**src/rtl/load_store_unit_pkg.sv**
```systemverilog
// Shared definitions for the load/store unit: access-size encodings,
// FSM state encoding, memory-map defaults and the alignment helper.
package load_store_unit_pkg;

  typedef enum logic [1:0] {
    SIZE_BYTE    = 2'b00,
    SIZE_HALF    = 2'b01,
    SIZE_WORD    = 2'b10,
    SIZE_ILLEGAL = 2'b11
  } size_e;

  typedef enum logic [1:0] {
    ST_IDLE = 2'b00,
    ST_RD   = 2'b01,
    ST_WR   = 2'b10,
    ST_RESP = 2'b11
  } state_e;

  localparam logic [31:0] DEFAULT_DATA_BASE    = 32'h1001_0000;
  localparam int unsigned DEFAULT_MEMORY_DEPTH = 2048;

  // Half accesses need addr[0]==0, word accesses need addr[1:0]==0.
  function automatic logic is_misaligned(input logic [1:0] size, input logic [1:0] addr_lo);
    logic mis;
    mis = 1'b0;
    case (size)
      SIZE_HALF: mis = addr_lo[0];
      SIZE_WORD: mis = (addr_lo != 2'b00);
      default:   mis = 1'b0;
    endcase
    return mis;
  endfunction

endpackage

```
**src/rtl/load_store_unit_if.sv**
```systemverilog
// Bus interfaces of the load/store unit.
//
// load_store_unit_if     : CPU request / response channel.
//   req_*   : a request transfers on the posedge where req_valid & req_ready
//             are both high; the CPU keeps req_* stable while req_valid is
//             high and req_ready is low. resp_* has no backpressure:
//             resp_valid is a single-cycle pulse, resp_rdata holds until the
//             next response.
//   modport master = CPU side, slave = load/store unit.
//
// load_store_unit_mem_if : word-wide data-memory port.
//   mem_address (word aligned), mem_write_data, mem_read, mem_write driven by
//   the unit; mem_read_data returned combinationally by the memory.
//   modport master = load/store unit, slave = memory.
interface load_store_unit_if #(
  parameter int unsigned DATA_WIDTH = 32,
  parameter int unsigned ADDR_WIDTH = 32
) ();
  logic                  req_valid;
  logic                  req_ready;
  logic                  req_write;
  logic [1:0]            req_size;
  logic                  req_unsigned;
  logic [ADDR_WIDTH-1:0] req_address;
  logic [DATA_WIDTH-1:0] req_wdata;
  logic                  resp_valid;
  logic                  resp_error;
  logic [DATA_WIDTH-1:0] resp_rdata;

  modport master (
    output req_valid, req_write, req_size, req_unsigned, req_address, req_wdata,
    input  req_ready, resp_valid, resp_error, resp_rdata
  );

  modport slave (
    input  req_valid, req_write, req_size, req_unsigned, req_address, req_wdata,
    output req_ready, resp_valid, resp_error, resp_rdata
  );
endinterface

interface load_store_unit_mem_if #(
  parameter int unsigned DATA_WIDTH = 32,
  parameter int unsigned ADDR_WIDTH = 32
) ();
  logic [ADDR_WIDTH-1:0] mem_address;
  logic [DATA_WIDTH-1:0] mem_write_data;
  logic                  mem_read;
  logic                  mem_write;
  logic [DATA_WIDTH-1:0] mem_read_data;

  modport master (
    output mem_address, mem_write_data, mem_read, mem_write,
    input  mem_read_data
  );

  modport slave (
    input  mem_address, mem_write_data, mem_read, mem_write,
    output mem_read_data
  );
endinterface

```
**src/rtl/load_store_unit_byte_lane_unit.sv**
```systemverilog
// byte_lane_unit: combinational lane steering for sub-word accesses.
//   store_word_i  : word previously read from memory (merge base)
//   store_data_i  : right-justified store data
//   size_i        : access size (size_e encoding)
//   addr_lo_i     : byte address bits [1:0]
//   load_word_i   : word read from memory for a load
//   unsigned_i    : 1 = zero-extend, 0 = sign-extend
//   merged_o      : word with the addressed lane(s) replaced
//   load_result_o : extracted and extended load value
// Lanes are little-endian: byte k = bits [8k+7:8k], half h = bits [16h+15:16h].
module byte_lane_unit
  import load_store_unit_pkg::*;
#(
  parameter int unsigned DATA_WIDTH = 32
) (
  input  logic [DATA_WIDTH-1:0] store_word_i,
  input  logic [DATA_WIDTH-1:0] store_data_i,
  input  logic [1:0]            size_i,
  input  logic [1:0]            addr_lo_i,
  input  logic [DATA_WIDTH-1:0] load_word_i,
  input  logic                  unsigned_i,
  output logic [DATA_WIDTH-1:0] merged_o,
  output logic [DATA_WIDTH-1:0] load_result_o
);

  logic [4:0]  byte_sel;
  logic [4:0]  half_sel;
  logic [7:0]  load_byte;
  logic [15:0] load_half;

  assign byte_sel = {addr_lo_i, 3'b000};
  assign half_sel = {addr_lo_i[1], 4'b0000};

  always_comb begin
    merged_o = store_word_i;
    case (size_i)
      SIZE_BYTE: merged_o[byte_sel +: 8]  = store_data_i[7:0];
      SIZE_HALF: merged_o[half_sel +: 16] = store_data_i[15:0];
      default:   merged_o = store_data_i;
    endcase
  end

  always_comb begin
    load_byte     = load_word_i[byte_sel +: 8];
    load_half     = load_word_i[half_sel +: 16];
    load_result_o = load_word_i;
    case (size_i)
      SIZE_BYTE: load_result_o = unsigned_i ? {{(DATA_WIDTH-8){1'b0}}, load_byte}
                                            : {{(DATA_WIDTH-8){load_byte[7]}}, load_byte};
      SIZE_HALF: load_result_o = unsigned_i ? {{(DATA_WIDTH-16){1'b0}}, load_half}
                                            : {{(DATA_WIDTH-16){load_half[15]}}, load_half};
      default:   load_result_o = load_word_i;
    endcase
  end

endmodule

```
**src/rtl/load_store_unit.sv**
```systemverilog
// load_store_unit: initiator side of the word-only data memory.
// Accepts one byte/half/word load or store at a time, performs sub-word
// stores by read-modify-write and reports misaligned, illegal-size and
// out-of-range accesses as an error response without touching memory.
//   clk, reset : clock, synchronous active-high reset
//   cpu        : request/response channel (slave side)
//   mem        : data-memory port (master side)
//   dbg_state  : current FSM state
// Sequences after acceptance at edge N:
//   load             RD(N+1) -> RESP(N+2)
//   word store       WR(N+1) -> RESP(N+2)
//   byte/half store  RD(N+1) -> WR(N+2) -> RESP(N+3)
//   error            RESP(N+1)
module load_store_unit
  import load_store_unit_pkg::*;
#(
  parameter int unsigned           DATA_WIDTH   = 32,
  parameter int unsigned           ADDR_WIDTH   = 32,
  parameter logic [ADDR_WIDTH-1:0] DATA_BASE    = DEFAULT_DATA_BASE,
  parameter int unsigned           MEMORY_DEPTH = DEFAULT_MEMORY_DEPTH
) (
  input  logic                  clk,
  input  logic                  reset,
  load_store_unit_if.slave      cpu,
  load_store_unit_mem_if.master mem,
  output state_e                dbg_state
);

  // One extra bit so the end-of-memory limit cannot wrap.
  localparam logic [ADDR_WIDTH:0] BASE_EXT  = {1'b0, DATA_BASE};
  localparam logic [ADDR_WIDTH:0] LIMIT_EXT = BASE_EXT + (ADDR_WIDTH+1)'(64'(MEMORY_DEPTH) * 64'd4);

  state_e                state_q, state_d;
  logic                  write_q, write_d;
  logic [1:0]            size_q, size_d;
  logic                  uns_q, uns_d;
  logic [ADDR_WIDTH-1:0] addr_q, addr_d;
  logic [DATA_WIDTH-1:0] wdata_q, wdata_d;
  logic                  err_q, err_d;
  logic [DATA_WIDTH-1:0] word_q, word_d;
  logic [DATA_WIDTH-1:0] rdata_q, rdata_d;

  logic                  accept;
  logic                  req_err;
  logic                  out_of_range;
  logic [ADDR_WIDTH:0]   req_addr_ext;
  logic [DATA_WIDTH-1:0] merged_word;
  logic [DATA_WIDTH-1:0] load_result;

  assign accept       = cpu.req_valid & cpu.req_ready;
  assign req_addr_ext = {1'b0, cpu.req_address};
  assign out_of_range = (req_addr_ext < BASE_EXT) || (req_addr_ext >= LIMIT_EXT);
  assign req_err      = (cpu.req_size == SIZE_ILLEGAL)
                      | is_misaligned(cpu.req_size, cpu.req_address[1:0])
                      | out_of_range;

  byte_lane_unit #(
    .DATA_WIDTH (DATA_WIDTH)
  ) u_lanes (
    .store_word_i  (word_q),
    .store_data_i  (wdata_q),
    .size_i        (size_q),
    .addr_lo_i     (addr_q[1:0]),
    .load_word_i   (mem.mem_read_data),
    .unsigned_i    (uns_q),
    .merged_o      (merged_word),
    .load_result_o (load_result)
  );

  // State and datapath registers.
  always_ff @(posedge clk) begin
    if (reset) begin
      state_q <= ST_IDLE;
      write_q <= 1'b0;
      size_q  <= 2'b00;
      uns_q   <= 1'b0;
      addr_q  <= '0;
      wdata_q <= '0;
      err_q   <= 1'b0;
      word_q  <= '0;
      rdata_q <= '0;
    end else begin
      state_q <= state_d;
      write_q <= write_d;
      size_q  <= size_d;
      uns_q   <= uns_d;
      addr_q  <= addr_d;
      wdata_q <= wdata_d;
      err_q   <= err_d;
      word_q  <= word_d;
      rdata_q <= rdata_d;
    end
  end

  // Next-state logic.
  always_comb begin
    state_d = state_q;
    case (state_q)
      ST_IDLE: begin
        if (accept) begin
          if (req_err)                                            state_d = ST_RESP;
          else if (cpu.req_write && (cpu.req_size == SIZE_WORD))  state_d = ST_WR;
          else                                                    state_d = ST_RD;
        end
      end
      // RD precedes WR only for sub-word stores; word stores skip it.
      ST_RD:   state_d = write_q ? ST_WR : ST_RESP;
      ST_WR:   state_d = ST_RESP;
      ST_RESP: state_d = ST_IDLE;
      default: state_d = ST_IDLE;
    endcase
  end

  // Request capture, read-word capture and response data.
  always_comb begin
    write_d = write_q;
    size_d  = size_q;
    uns_d   = uns_q;
    addr_d  = addr_q;
    wdata_d = wdata_q;
    err_d   = err_q;
    word_d  = word_q;
    rdata_d = rdata_q;
    if ((state_q == ST_IDLE) && accept) begin
      write_d = cpu.req_write;
      size_d  = cpu.req_size;
      uns_d   = cpu.req_unsigned;
      addr_d  = cpu.req_address;
      wdata_d = cpu.req_wdata;
      err_d   = req_err;
      if (req_err) rdata_d = '0;
    end
    if (state_q == ST_RD) begin
      word_d = mem.mem_read_data;
      if (!write_q) rdata_d = load_result;
    end
    if (state_q == ST_WR) rdata_d = '0;
  end

  // Outputs. Reset gates everything combinationally so an in-flight write
  // or response in the reset cycle is suppressed.
  always_comb begin
    cpu.req_ready      = (state_q == ST_IDLE) & ~reset;
    cpu.resp_valid     = (state_q == ST_RESP) & ~reset;
    cpu.resp_error     = (state_q == ST_RESP) & err_q & ~reset;
    cpu.resp_rdata     = rdata_q;
    mem.mem_read       = (state_q == ST_RD) & ~reset;
    mem.mem_write      = (state_q == ST_WR) & ~reset;
    mem.mem_address    = '0;
    mem.mem_write_data = '0;
    if ((state_q == ST_RD) || (state_q == ST_WR)) begin
      mem.mem_address = {addr_q[ADDR_WIDTH-1:2], 2'b00};
    end
    if (state_q == ST_WR) begin
      mem.mem_write_data = (size_q == SIZE_WORD) ? wdata_q : merged_word;
    end
    dbg_state = state_q;
  end

endmodule

```
**src/flat_wrapper.sv**
```systemverilog
// flat-port wrapper written by rule: the top's interface ports become plain ports
module load_store_unit_flat import load_store_unit_pkg::*;
#(
  parameter int unsigned           DATA_WIDTH   = 32,
  parameter int unsigned           ADDR_WIDTH   = 32,
  parameter logic [ADDR_WIDTH-1:0] DATA_BASE    = DEFAULT_DATA_BASE,
  parameter int unsigned           MEMORY_DEPTH = DEFAULT_MEMORY_DEPTH
)
  (clk, reset, dbg_state, cpu_req_valid, cpu_req_write, cpu_req_size, cpu_req_unsigned, cpu_req_address, cpu_req_wdata, cpu_req_ready, cpu_resp_valid, cpu_resp_error, cpu_resp_rdata, mem_mem_address, mem_mem_write_data, mem_mem_read, mem_mem_write, mem_mem_read_data);
  load_store_unit_if #(.DATA_WIDTH(DATA_WIDTH), .ADDR_WIDTH(ADDR_WIDTH)) cpu_i ();
  load_store_unit_mem_if #(.DATA_WIDTH(DATA_WIDTH), .ADDR_WIDTH(ADDR_WIDTH)) mem_i ();
  input  logic clk;
  input  logic reset;
  output state_e dbg_state;
  input wire logic [$bits(cpu_i.req_valid)-1:0] cpu_req_valid;
  input wire logic [$bits(cpu_i.req_write)-1:0] cpu_req_write;
  input wire logic [$bits(cpu_i.req_size)-1:0] cpu_req_size;
  input wire logic [$bits(cpu_i.req_unsigned)-1:0] cpu_req_unsigned;
  input wire logic [$bits(cpu_i.req_address)-1:0] cpu_req_address;
  input wire logic [$bits(cpu_i.req_wdata)-1:0] cpu_req_wdata;
  output wire logic [$bits(cpu_i.req_ready)-1:0] cpu_req_ready;
  output wire logic [$bits(cpu_i.resp_valid)-1:0] cpu_resp_valid;
  output wire logic [$bits(cpu_i.resp_error)-1:0] cpu_resp_error;
  output wire logic [$bits(cpu_i.resp_rdata)-1:0] cpu_resp_rdata;
  output wire logic [$bits(mem_i.mem_address)-1:0] mem_mem_address;
  output wire logic [$bits(mem_i.mem_write_data)-1:0] mem_mem_write_data;
  output wire logic [$bits(mem_i.mem_read)-1:0] mem_mem_read;
  output wire logic [$bits(mem_i.mem_write)-1:0] mem_mem_write;
  input wire logic [$bits(mem_i.mem_read_data)-1:0] mem_mem_read_data;
  assign cpu_i.req_valid = cpu_req_valid;
  assign cpu_i.req_write = cpu_req_write;
  assign cpu_i.req_size = cpu_req_size;
  assign cpu_i.req_unsigned = cpu_req_unsigned;
  assign cpu_i.req_address = cpu_req_address;
  assign cpu_i.req_wdata = cpu_req_wdata;
  assign cpu_req_ready = cpu_i.req_ready;
  assign cpu_resp_valid = cpu_i.resp_valid;
  assign cpu_resp_error = cpu_i.resp_error;
  assign cpu_resp_rdata = cpu_i.resp_rdata;
  assign mem_mem_address = mem_i.mem_address;
  assign mem_mem_write_data = mem_i.mem_write_data;
  assign mem_mem_read = mem_i.mem_read;
  assign mem_mem_write = mem_i.mem_write;
  assign mem_i.mem_read_data = mem_mem_read_data;
  load_store_unit #(.DATA_WIDTH(DATA_WIDTH), .ADDR_WIDTH(ADDR_WIDTH), .DATA_BASE(DATA_BASE), .MEMORY_DEPTH(MEMORY_DEPTH)) u_core (.clk(clk), .reset(reset), .cpu(cpu_i), .mem(mem_i), .dbg_state(dbg_state));
endmodule
```
**config.mk**
```make
export PLATFORM = sky130hd
export DESIGN_NAME = load_store_unit_flat
export DESIGN_NICKNAME = d
export VERILOG_FILES = /design/src/rtl/load_store_unit_pkg.sv /design/src/rtl/load_store_unit_if.sv /design/src/rtl/load_store_unit_byte_lane_unit.sv /design/src/rtl/load_store_unit.sv /design/src/flat_wrapper.sv
export SDC_FILE = /design/constraint.sdc
export NUM_CORES = 1
export LEC_CHECK = 0
export CAP_MARGIN = 0
export CORE_AREA = 8 8 137 171
export CTS_CLUSTER_DIAMETER = 120
export DETAILED_ROUTE_END_ITERATION = 7
export DIE_AREA = 0 0 145 179
export GPL_TIMING_DRIVEN = 0
export PLACE_DENSITY_LB_ADDON = 0.08
export SLEW_MARGIN = 25
export SYNTH_ARGS = -nofsm -noshare
export SYNTH_HDL_FRONTEND = slang
export SYNTH_SLANG_ARGS = --single-unit
```
**constraint.sdc**
```tcl
create_clock -name clk -period 2.6 [get_ports clk]
set_input_delay 0.39 -clock clk [delete_from_list [all_inputs] [get_ports clk]]
set_output_delay 0.39 -clock clk [all_outputs]
set_load 0.02 [all_outputs]
```
==> run metrics, run 1 <==
outcome=complete, but fails checks; violated checks=negative setup slack; Root Buffer Master=clkbuf_16; Fill cells=approximately 2.1k; M1 GR Usage=between 20 and 25%; Synth Area in XOR/XNOR=0%; number of flops mapped to enable cells by yosys=0; cells after synthesis=approximately 870; CP peak stage delay=roughly 0.34 ns; Sequential Area=between 2000 and 3000 um2; leading area contributor after synthesis=dfxtp_1; Cell Area, Synth=about 7000 um2; initial core utilization=about 35%; max-slew violations=0; startpoint class of the critical path=flop; vias per inst=about 5.3; dpl hpwl=21.5 mm; DRC=0; Max H-tree Level=4; Crit Path Max Fanout=4; die area=26000 um2; Peak VDD IR=0.468 mV; largest net degree at the start of global routing=20; IO Pins=roughly 210; layout cells sized above 1=roughly 17%; synth top area cells=dfxtp_1 (38%), o21ai_0 (6.2%), mux2i_1 (6.2%); Pleak=around 3.9 nW; WL final=28.0 mm; commonest cells after routing, fill and taps aside=clkdlybuf4s50_1 (139), dfxtp_1 (132), nand2_1 (110); area post-placement=9560 um2; final period utilization=110%; crit-path cells=buf_6, buf_8, clkinvlp_4, buf_6, ha_4, nor4_4, buf_6, a221oi_2, a211oi_2, buf_4; Post-Layout Inst Area=10500 um2; die width=approximately 150 um; Synth Area in Simple Gates=roughly 23%; Setup TNS Final=-4.04 ns; post-DR wirelength/cell=20.2 um; worst rel slew slack=between 40% and 50%; Final min period=2.85 ns; #FFs+latches synth=between 100 and 150; clk buf depth=2; WP buf/inv=6; max_cap viols=0; largest family of logic cells by synthesized area=compound AO/OA/AOI/OAI gates; Synth Area in Adders=under 10%; Most used DFF post-synth=dfxtp_1; Worst Path Required=between 2 and 2.5 ns; Worst Setup Slack, final=-0.249 ns; antenna fix cells=0; P&R area growth vs syn=46.9%; multiplexer area fraction after synthesis=7.94%; GRT met2 Usage=a little over a third; Row Count=between 50 and 60; fin cells=1388; antenna violations before repair=0; multi-input logic area=approximately 4400 um2; Async S/R FF share, synth=0%; Final #Nets=between 1k and 1.5k; Core ar.=just over 20000 um2; first-pass GRT wire length=43.3 mm; Hold Path Class=reg -> reg; WP data arrival=2.46 ns; worst slew pin tran=approximately 0.8 ns; crit path kind=reg -> out; Seq/Total Area, Yosys=a little under two fifths; 1st-pass router iterations=6; Starting DRT DRC Count=roughly 330; Power Density=918 nW/um2; syn_area_per_cell=8.22 um2; CP most frequent cell=buf_6; setup violators final=32; global placement routability congestion=between 0.9 and 1; Compound-Gate Fraction of Synth Area=between 20% and 30%; Skew-Pair Late Insertion Delay=0.42 ns; RSZ-0062 raised after global routing=true; pre-CTS WS=-0.862 ns; vias in the first global route=7551; CP Capture Type=output port; Fin. Hold Viols=0; Worst Skew=between 0.005 and 0.006 ns; vias=around 7.3k; commonest non-fill, non-tap cell in the layout=clkdlybuf4s50_1; slowest CP cell=dfxtp_2; met3 usage=around 5.8%; Num CTS Buffers=17; share of the synthesized area in the top cell type=a little under two fifths; cell family with most CP delay=buffers and inverters; Highest Clock Rate=between 0.3 and 0.4 GHz; Top Usage Layer GRT=met2; Global Route Usage Sum=between 20% and 30%; chip height=roughly 180 um; Final Util=slightly above 50%; Total Power=about 9.6 mW; grt ovf=0; worst hold slack=around 0.46 ns; Yosys warnings=0; Inst Count DP=~1.3k; Port Buf Inserts=around 200; synth unique cells=48; Antenna Violating Nets Remaining=0; CTS Hold Buffers Added=0; CTS tree=done; CTS sink count=135; clk slew on worst S/H paths=0.06 ns
-- path summary, 6_finish.rpt --
path	slack (ns)	end	depth (start not counted)	start
worst min register to register	0.46	u_core.cpu.resp_rdata[17]	2	u_core.cpu.resp_rdata[17]
worst min-delay path	0.46	u_core.cpu.resp_rdata[17]	2	u_core.cpu.resp_rdata[17]
worst max-delay path	-0.25	mem_mem_write_data[15]	10	u_core.addr_q[1]
worst max register to register	0.33	u_core.cpu.resp_rdata[16]	7	u_core.dbg_state[0]
-- cells in the mapped netlist (8+ instances only) --
library cell	n
mux2_2	8
a22oi_1	23
inv_1	10
a221oi_1	32
o21ai_0	89
a211o_1	9
a221o_1	8
nor3_1	9
nor2_1	49
nand2b_1	68
o22ai_1	54
nor2b_1	19
a211oi_1	10
and2_1	32
clkbuf_1	45
mux2i_1	44
ha_1	13
buf_2	23
a21o_1	8
dfxtp_1	135
a21oi_1	17
nand2_1	114
-- where the power goes --
group	internal, mW	switching, mW
logic	1.90	2.57
registers	2.53	0.437
clock network	1.26	0.933
-- worst reg2reg max path, stage by stage (launching register included) --
cell and delay [ns]:
dfxtp_1 0.36, inv_1 0.16, ha_1 0.21, and2b_1 0.16, nand2_1 0.08, a31oi_1 0.53, clkbuf_1 0.46, o22ai_1 0.17
-- registers in the layout, indices dropped and copies added (netlist names) --
register	count
u_core.addr_q	32
u_core.cpu.resp_rdata	32
u_core.wdata_q	32
u_core.word_q	32
u_core.dbg_state	2
u_core.size_q	2
u_core.err_q	1
u_core.uns_q	1
u_core.write_q	1
-- timing repair --
item | 4_1_cts | 5_1_grt
setup buffers | 9 | 5
endpoints found under the setup margin | 65 | 41
pin swaps | 16 | 17
gates resized for setup | 270 | 41
-- layer usage --
layer	vias to the layer above	part of all wire, %	wire, um
met2	294	49	13600
met5	-	0	0
met4	0	3.3	938
met1	3421	41	11400
met3	49	7.2	2010
li1	3560	-	-
-- cell type report --
class,count,share of cell area [%]
multi-input combinational,645,41.9
sequential,135,25.8
timing repair buffer,217,19.5
clock buffer,20,4.36
buffer,73,3.72
tap,274,3.27
clock inverter,11,0.740
inverter,13,0.644
-- cells by family after synthesis --
kind of cell | after synthesis
AND/OR/NAND/NOR | 316
buffers and inverters | 90
AO/OA/AOI/OAI | 260
adder cells (fa/ha/maj) | 13
multiplexers | 54
other | 1
flip-flops | 135
Note: power is estimated with default switching activity, not from simulation.
==> run 2: changes to the inputs <==
- CTS_BUF_LIST: unset -> sky130_fd_sc_hd__clkbuf_8
- clock period: 2.6 -> 2.4 ns (I/O delays scaled with it)
==> run metrics, run 2 (synthesis gave the netlist of run 1 again) <==
Flop pwr share=31.8% (+1.0 points); layout cells sized above 1=21.6% (+4.4 points); Starting DRT DRC Count=450 (+35%); Total Power=10.1 mW (+4.7%); Fin. Hold Viols=0 (unchanged); dpl hpwl=21.7 mm (+0.86%); crit path kind=reg -> out; Peak VDD IR=0.478 mV (+2.3%); Net Sw Frac=42.5% (+1.6 points); Crit Path Max Fanout=4 (unchanged); post-DR wirelength/cell=20.3 um (+0.51%); first-pass GRT wire length=42.4 mm (-1.9%); Port Buf Inserts=203 (unchanged); Final #Nets=1223 (+0.41%); Psw=4.29 mW (+8.9%); WL final=28.3 mm (+0.87%); antenna fix cells=0 (unchanged); max_cap viols=0 (unchanged); worst rel slew slack=45.0% (-2.7 points); Pint=5.80 mW (+1.8%); Worst Path Required=2.04 ns (-0.17 ns); Worst Setup Slack, final=-0.509 ns (-0.260 ns); max-slew violations=0 (unchanged); Num CTS Buffers=17 (unchanged); Antenna Violating Nets Remaining=0 (unchanged); RSZ-0062 raised after global routing=true; Core ar.=20600 um2 (unchanged); vias=7391 (+0.91%); outcome=complete, but fails checks; Pleak=3.78 nW (-4.1%); P&R area growth vs syn=44.3%; IO Pins=206 (unchanged); Power Density=979 nW/um2 (+6.6%); Worst Skew=0.00985 ns (+0.00453 ns); CTS tree=done; Final min period=slightly below 3 ns; die area=26000 um2 (unchanged); chip height=179 um (unchanged); vias in the first global route=7391 (-2.1%); final period utilization=121%; Skew-Pair Late Insertion Delay=0.45 ns (+0.03 ns); CTS Hold Buffers Added=0 (unchanged); Comb power frac=49.0% (+2.6 points); Setup TNS Final=-11.28 ns (-7.24 ns); WP data arrival=2.55 ns (+0.09 ns); Global Route Usage Sum=21.0% (-0.31 points); commonest non-fill, non-tap cell in the layout=clkdlybuf4s50_1; violated checks=negative setup slack; CP Capture Type=output port; Post-Layout Inst Area=10300 um2 (-1.8%); grt ovf=0 (unchanged); 1st-pass router iterations=5 (-1); clk slew on worst S/H paths=0.09 ns (+0.03 ns); largest net degree at the start of global routing=20 (unchanged); area post-placement=9670 um2 (+1.2%); DRC=0 (unchanged); Root Buffer Master=clkbuf_8; clk buf depth=2 (unchanged); startpoint class of the critical path=flop; antenna violations before repair=0 (unchanged); setup violators final=32 (unchanged); commonest cells after routing, fill and taps aside=clkdlybuf4s50_1 (139), dfxtp_1 (131), nand2_1 (111); vias per inst=5.31 (+0.55%); fin cells=1393 (+0.36%); clock power share=19.2% (-3.6 points); Max H-tree Level=4 (unchanged); initial core utilization=34.7% (unchanged); worst slew pin tran=0.825 ns (+0.0409 ns); Inst Count DP=1347 (unchanged); Hold Path Class=in -> reg; die width=145 um (unchanged); global placement routability congestion=0.935 (+2.3%); Highest Clock Rate=~0.34 GHz; Row Count=59 (unchanged); CTS sink count=135 (unchanged)
run 2: cell type report:
type / count / area, um2
Buffer: 75 / 410
Clock inverter: 13 / 148
Inverter: 13 / 67.6
Sequential cell: 135 / 2710
Clock buffer: 18 / 248
Multi-Input combinational cell: 645 / 4400
Tap cell: 274 / 343
Fill cell: 2047 / 10300
Timing Repair Buffer: 220 / 1970
run 2: repair_timing:
| item | CTS | global route |
|---|---|---|
| hold endpoints to repair | 0 | 0 |
| resized for setup | 296 | 50 |
| setup buffers | 10 | 7 |
| pin swaps | 13 | 12 |
| setup endpoints to repair | 66 | 61 |
run 2: per-layer routing:
metal | vias to the layer above | wire [um] | GRT usage, %
li1 | 3586 | - | -
met5 | - | 0 | 0
met4 | 0 | 1280 | 11.2
met2 | 321 | 13100 | 35.5
met1 | 3432 | 11600 | 23.6
met3 | 52 | 2240 | 6.16
run 2: worst max-delay path, cell delays in order, from the launching register on:
cell	delay, ns
dfxtp_2	0.34
buf_6	0.12
buf_8	0.11
clkinvlp_4	0.11
buf_6	0.12
ha_4	0.13
clkinv_4	0.06
nor4_4	0.34
buf_4	0.21
a221oi_2	0.07
a211oi_2	0.27
buf_4	0.21
run 2: path summary, 6_finish.rpt:
check,start,endpoint,slack [ns],cells past startpoint
setup / recovery,u_core.addr_q[1],mem_mem_write_data[15],-0.51,11
setup reg to reg,u_core.dbg_state[0],u_core.cpu.resp_rdata[5],0.18,7
hold reg to reg,u_core.cpu.resp_rdata[15],u_core.cpu.resp_rdata[15],0.46,2
hold / removal,cpu_req_address[7],u_core.addr_q[7],0.45,3
run 2: power by group through the flow:
stage | combinational, mW | clock, mW | sequential [mW]
detailed placement | 4.64 | 0 | 3.21
global route | 5.35 | 2.05 | 3.26
floorplan | 2.81 | 0 | 3.21
finish | 4.94 | 1.93 | 3.21
global placement | 4.64 | 0 | 3.20
CTS | 4.87 | 1.97 | 3.18
run 2: per-stage QoR:
step,setup WS (ns),util (%),hold WS (ns)
global placement,-1.05,46.9,0.446
floorplan,-0.0167,-,0.445
finish,-0.509,50.0,0.452
CTS,-0.527,49.9,0.424
global route,-0.558,50.0,0.443
detailed placement,-1.05,46.9,0.452
==> run 3: changes to the inputs <==
- CTS_CLUSTER_DIAMETER: 120 -> 80
==> results of run 3 <==
The final DEF is identical to that of run 2; final timing and power are the same.
